==> src/rtl/forward_stall_unit.sv <==
// Operand-forwarding select and load-use stall controller for the EX stage, backed by a shadow pipeline of pending writes.
// Optional stall statistics counter (o_StallCount) is built when FWD_STALL_STATS_EN is defined.
module forward_stall_unit #(
    parameter  int REG_WIDTH  = 5,
    parameter  int NUM_SRC    = 2,
    parameter  int NUM_STAGES = 3,
    parameter  int AVAIL_W    = 2,
    localparam int SEL_W      = $clog2(NUM_STAGES + 1)
) (
    input  logic                         i_Clock,
    input  logic                         i_Reset,
    input  logic                         i_Hold,
    input  logic                         i_Flush,
    input  logic                         i_EX_Valid,
    input  logic [NUM_SRC*REG_WIDTH-1:0] i_EX_RS,
    input  logic [REG_WIDTH-1:0]         i_EX_RdAddr,
    input  logic                         i_EX_RdWrEn,
    input  logic [AVAIL_W-1:0]           i_EX_Avail,
    output logic [NUM_SRC*SEL_W-1:0]     o_DataSel,
    output logic                         o_Stall
`ifdef FWD_STALL_STATS_EN
    ,
    output logic [31:0]                  o_StallCount
`endif
);

    typedef struct packed {
        logic                 valid;
        logic [REG_WIDTH-1:0] rd;
        logic                 wren;
        logic [AVAIL_W-1:0]   avail;
    } slot_t;

    slot_t                     r_slot [1:NUM_STAGES];
    logic [NUM_SRC-1:0]        w_hazard;
    logic [NUM_SRC*SEL_W-1:0]  w_data_sel;
    logic [AVAIL_W-1:0]        w_ex_avail;
    logic                      w_bubble;

    // An availability beyond the last slot could never be satisfied; clamp so the stall always ends.
    assign w_ex_avail = (int'(i_EX_Avail) > NUM_STAGES) ? AVAIL_W'(NUM_STAGES) : i_EX_Avail;

    // NOTE: defaults first so every path assigns the outputs and no latch is inferred.
    always_comb begin
        w_hazard   = '0;
        w_data_sel = '0;
        for (int n = 0; n < NUM_SRC; n++) begin
            // Walk from the oldest slot to the youngest so the nearest match is the one left standing.
            for (int k = NUM_STAGES; k >= 1; k--) begin
                if (r_slot[k].valid && r_slot[k].wren && (r_slot[k].rd != '0) &&
                    (r_slot[k].rd == i_EX_RS[n*REG_WIDTH +: REG_WIDTH])) begin
                    if (int'(r_slot[k].avail) > k) begin
                        w_hazard[n]                  = 1'b1;
                        w_data_sel[n*SEL_W +: SEL_W] = '0;
                    end else begin
                        w_hazard[n]                  = 1'b0;
                        w_data_sel[n*SEL_W +: SEL_W] = SEL_W'(k);
                    end
                end
            end
        end
    end

    assign o_DataSel = w_data_sel;
    assign o_Stall   = i_EX_Valid & ~i_Flush & ~i_Hold & (|w_hazard);
    assign w_bubble  = o_Stall | i_Flush | ~i_EX_Valid;

    // NOTE: the slot array is reset explicitly because a reset must discard every pending write.
    // NOTE: non-blocking assignments keep the shift register ordering-independent.
    always_ff @(posedge i_Clock) begin
        if (i_Reset) begin
            for (int k = 1; k <= NUM_STAGES; k++) begin
                r_slot[k] <= '0;
            end
        end else if (!i_Hold) begin
            for (int k = NUM_STAGES; k >= 2; k--) begin
                r_slot[k] <= r_slot[k-1];
            end
            if (w_bubble) begin
                r_slot[1] <= '0;
            end else begin
                r_slot[1] <= '{valid: 1'b1, rd: i_EX_RdAddr, wren: i_EX_RdWrEn, avail: w_ex_avail};
            end
        end
    end

`ifdef FWD_STALL_STATS_EN
    logic [31:0] r_stall_count;

    // o_Stall already excludes held cycles.
    always_ff @(posedge i_Clock) begin
        if (i_Reset) begin
            r_stall_count <= '0;
        end else if (o_Stall && (r_stall_count != 32'hFFFF_FFFF)) begin
            r_stall_count <= r_stall_count + 32'd1;
        end
    end

    assign o_StallCount = r_stall_count;
`endif

endmodule

==> config.mk <==
export PLATFORM = sky130hd
export DESIGN_NAME = forward_stall_unit
export DESIGN_NICKNAME = d
export VERILOG_FILES = /design/src/rtl/forward_stall_unit.sv
export SDC_FILE = /design/constraint.sdc
export NUM_CORES = 1
export LEC_CHECK = 0
export ABC_CLOCK_PERIOD_IN_PS = 3900
export CORE_ASPECT_RATIO = 1.4
export CORE_MARGIN = 3
export CORE_UTILIZATION = 52
export DETAILED_ROUTE_END_ITERATION = 7
export PLACE_DENSITY = 0.79
export SLEW_MARGIN = 20
export SYNTH_ARGS = -nofsm -noshare
export SYNTH_HDL_FRONTEND = slang
export SYNTH_SLANG_ARGS = --single-unit
==> constraint.sdc <==
create_clock -name i_Clock -period 3.9 [get_ports i_Clock]
set_input_delay 1.17 -clock i_Clock [delete_from_list [all_inputs] [get_ports i_Clock]]
set_output_delay 1.17 -clock i_Clock [all_outputs]
set_load 0.005 [all_outputs]
== Word-level counts from Yosys, hierarchy flattened ==
Memory sizes are Yosys's and may differ from the RTL's.
Cells that the tools add are included.

* Memory bits (writable): 27
* Input bits: 23
* Word-level logic and storage cells: 68
* Latch bits: 0
* Bits in registers: 0
* Memories kept: 1
* Memory bits (read-only): 0
* Output and inout bits: 5

* Order comparisons: 2
* Bitwise operators: 12
* Reduce and logical (&&, ||, !) cells: 16
* Multipliers: 0
* Divide/modulo/power cells: 0
* Equal/unequal tests: 6
* Add/subtract/negate cells: 0
* Muxes and demuxes: 31
* Shift operators: 0

{| class="wikitable"
|+ Memories
! name !! words !! bits a word !! read ports !! clocked after memory_dff !! write ports !! line !! source
|-
| r_slot || 3 || 9 || 3 || 0 || 3 || 34 || <nowiki>slot_t r_slot [1:NUM_STAGES];</nowiki>
|}

{| class="wikitable"
|+ Operators by type and width
! cell !! count
|-
| $mux W9 || 4
|-
| $eq A5 B5 Y1 || 6
|-
| $mux W1 || 20
|-
| $reduce_bool A5 Y1 || 3
|-
| $mux W2 || 7
|-
| $logic_and A1 B1 Y1 || 12
|-
| $or A1 B1 Y1 || 6
|-
| $and A1 B1 Y1 || 3
|-
| $not A1 Y1 || 3
|-
| $gt A2 B1 Y1 const B || 1
|-
| $gt A2 B2 Y1 const B || 1
|-
| $reduce_or A2 Y1 || 1
|}

== Logic depth before layout (Yosys ltp) ==
An unclocked memory read counts as a cell.

* Depth after elaboration: 16
* Mapped depth: 6
* Gate-level depth less buffers: 5

== Least setup slack after synthesis ==
No wires, ideal clock.

* Path type: input port to output port
* From: in i_EX_RS[7]
* To: out o_Stall
* Arrival: 2.394 ns
* Path slack: 0.336 ns
* Stages: 5
* Cell sequence: xor2_1 nor4_1 nand4_1 o22ai_2 o21a_1

* Cells in the longest elaborated chain, start to end: 6

{| class="wikitable"
|+ RTL lines
! what !! line !! source
|-
| from (decl) || 15 || <nowiki>input logic [NUM_SRC*REG_WIDTH-1:0] i_EX_RS,</nowiki>
|-
| $eq A5 B5 Y1 || 51 || <nowiki>(r_slot[k].rd == i_EX_RS[n*REG_WIDTH +: REG_WIDTH])) begin</nowiki>
|-
| $logic_and A1 B1 Y1 || 50 || <nowiki>if (r_slot[k].valid && r_slot[k].wren && (r_slot[k].rd != '0) &&</nowiki>
|-
| $mux W1 || 50 ||
|-
| $mux W1 (*) || 50 ||
|-
| $reduce_or A2 Y1 (*) || 65 || <nowiki>assign o_Stall = i_EX_Valid & ~i_Flush & ~i_Hold & (|w_hazard);</nowiki>
|-
| $and A1 B1 Y1 (*) || 65 ||
|-
| to (decl) || 20 || <nowiki>output logic o_Stall</nowiki>
|}

Mark *: on every way between the ends. The rest lies on a longest branch, timed or not.

== Worst setup path after layout ==
* From: in i_EX_RS[5]
* To: out o_DataSel[3]

* Cells in the longest elaborated chain, start to end: 5

{| class="wikitable"
|+ RTL lines
! what !! line !! source
|-
| $eq A5 B5 Y1 || 51 ||
|-
| $logic_and A1 B1 Y1 || 50 ||
|-
| $mux W2 (2 in series) || 50 ||
|-
| $mux W2 (*) || 50 ||
|-
| to (decl) || 19 || <nowiki>output logic [NUM_SRC*SEL_W-1:0] o_DataSel,</nowiki>
|}

Marked as above.

==> flow_summary.json <==
{
  "wl_per_cell_um": 15.4,
  "cts.path.max_buffers": 2,
  "drt_iter0_drc": 14,
  "yosys_most_used_dff": "edfxtp_1",
  "hpwlAfterDp_mm": 2.61,
  "multiInputGateArea_um2": 802,
  "drtPass1Iterations": 4,
  "crit_top_cell": "buf_4",
  "timing.critical_path.cells": "buf_6, xor2_2, nor4_2, buf_4, buf_4, nand4b_1, a221oi_2, buf_2",
  "cts_sinks": 25,
  "worst_setup_path_start_kind": "primary input",
  "slew_violations": 0,
  "num_rows": 22,
  "route.detailed.drc": 0,
  "ys.warnings.count": 0,
  "num_antenna_cells": 0,
  "async_reset_ff_share_pct": 0,
  "grt.total_usage_pct": 20.3,
  "clockRootBuffer": "clkbuf_4",
  "clock_skew_ps": 2.27,
  "switchingPower_w": 0.000136,
  "synth_top_cell_by_area": "edfxtp_1",
  "synth_cell_types": 30,
  "rsz0062_at_grt": "false",
  "holdBufCountCts": 0,
  "power.internal_w": 0.000409,
  "p_total_w": 0.000546,
  "start_util_pct": 56.4,
  "swShare_pct": 25.0,
  "power_frac_comb_pct": 19.0,
  "coreArea_mm2": 0.00270,
  "crit_fanout": 3,
  "synth_commonest_cells": "edfxtp_1, xor2_1, and2_1",
  "post-place-ws_ps": -514,
  "grt_max_degree": 26,
  "routabilityCongestion": 0.855,
  "worst_slew_pin_slew_ps": 774,
  "synthTopCellsByArea": "edfxtp_1, xor2_1, xnor2_1",
  "p_clk_share_pct": 20.7,
  "cts.clk_slew.worst_paths_ps": 130,
  "synth.most_common_cell": "edfxtp_1",
  "finalCritPeriodShare_pct": 97.2,
  "yosysSeqAreaShare_pct": 49.3,
  "holdWs_ps": 541,
  "end_kind": "primary output",
  "p_leak_nw": 0.810,
  "seq_area_um2": 751,
  "min_period_ps": 3790,
  "synth_top_area_share_pct": 49.3,
  "grt_pass1_wl_mm": 5.44,
  "critPathMaxStageDelay_ps": 320,
  "finalHoldViolations": 0,
  "power_density_mw_per_mm2": 267,
  "port_buffers": 27,
  "setup_viol": 0,
  "die-area_mm2": 0.00362,
  "nFillCells": 200,
  "pwr-share-seq_pct": 60.3,
  "slowest_stage": "a221oi_2",
  "fin_ws_ps": 111,
  "largest_register": "r_slot",
  "critPathRequiredTime_ps": 2730,
  "dp.cells": 211,
  "antenna_found_initial": 0,
  "netlist_instances": 130,
  "syn_avg_cell_area_um2": 11.7,
  "final_nets": 207,
  "drtAntennaViolNets": 0,
  "ios": 28,
  "vdd_drop_max_v": 0.000254,
  "syn2layout_area_growth_pct": 34.0,
  "maxCapViolations": 0,
  "drt_wl_total_mm": 3.38,
  "die_w_um": 51.7,
  "max_freq_ghz": 0.264,
  "drive_above_1_share_pct": 28.4,
  "final_cells": 219,
  "gr-total-overflow": 0,
  "crit_type": "primary input to primary output",
  "synth-edff-count": 25,
  "clkLatencyLatePin_ps": 310,
  "cts-htree-levels": 1,
  "worstPathArrival_ps": 2620,
  "cts_tree": "built",
  "ys_ff_latch": 25,
  "hold_path_class": "register to register",
  "largest_reg_flops": 25,
  "relSlewSlack_pct": 48.2,
  "vias": 1170,
  "reg_top3": "r_slot (25)",
  "vias_per_cell": 5.34,
  "die_y_um": 70.0,
  "syn_nets": 153,
  "synth_area_mm2": 0.00152,
  "first_global_vias": 1277,
  "numCtsBuffers": 3,
  "status": "finished, final reports clean"
}
==> kinds of logic (layout without fill, tap and decap cells) <==
logic type                after synthesis  after routing  synth area share (%)
AOI/OAI and AO/OA                       8              8                  4.52
xor gates and xnor gates               30             30                  17.3
buffers and inverters                   3             56                  1.23
DFF                                    25             25                  49.3
muxes                                   2              2                  1.31
and+or+nand+nor                        62             62                  26.4
==> metal layers <==
layer	vias to the layer above	GRT usage, %	part of all wire [%]
li1	585	-	-
met1	544	19.8	37
met2	33	39.2	57
met3	8	3.20	3.7
met4	0	9.62	2.7
met5	-	0	0
==> final cells by class <==
cell class | count | share of cell area (%)
multi-input cells | 102 | 39.3
well taps | 36 | 2.21
repair buffers | 52 | 20.4
clock buffers | 4 | 1.29
flip-flops and latches | 25 | 36.8
==> power by group through the flow <==
stage	sequential [W]	combinational [W]	clock (W)
2_1_floorplan	0.000331	0.0000490	0
3_3_place_gp	0.000334	0.0000963	0
3_5_place_dp	0.000335	0.000100	0
4_1_cts	0.000329	0.000101	0.000118
5_1_grt	0.000332	0.000112	0.000131
6_report	0.000329	0.000104	0.000113
==> worst max-delay path, delay by kind of cell <==
family / cells / cell delay (ps)
buffers and inverters: 4 / 520
and+or+nand+nor: 2 / 440
AOI/OAI and AO/OA: 1 / 320
xor gates and xnor gates: 1 / 170
==> stage by stage <==
step | TNS [ps] | util, % | area (µm²)
after floorplan | 0 | - | 1520
after global placement | -2100 | 73.3 | 1980
after detailed placement | -2310 | 73.3 | 1980
after CTS | 0 | 75.7 | 2040
after global routing | 0 | 75.6 | 2040
final | 0 | 75.6 | 2040
==> cells in the final DEF (no fill, tap or decap), types with 4 or more instances in the layout <==
master and instances:
nand3_1 5, nor4_2 4, xnor2_1 10, nor3_1 9, and2_1 15, clkdlybuf4s50_1 12
clkbuf_2 7, buf_4 25, xor2_1 17, nand3b_1 8, edfxtp_1 25
==> final timing paths <==
kind	startpoint	to	slack, ps	cells after the start
setup / recovery	i_EX_RS[5]	o_DataSel[3]	110	8
hold / removal	r_slot[0][9]$_SDFFCE_PN0P_	r_slot[0][18]$_SDFFCE_PN0P_	540	1
setup reg to reg	r_slot[0][13]$_SDFFCE_PN0P_	r_slot[0][17]$_DFFE_PP_	1530	8
hold reg to reg	r_slot[0][9]$_SDFFCE_PN0P_	r_slot[0][18]$_SDFFCE_PN0P_	540	1
==> what timing repair did <==
item                                    in CTS  in global routing
resized for setup                           26                 23
hold endpoints to repair                     0                  0
buffers inserted                             4                  1
endpoints found under the setup margin       5                  5
cloned                                       0                  0
pin swaps                                   11                  7
No activity file was read; power rests on OpenSTA's default activity.
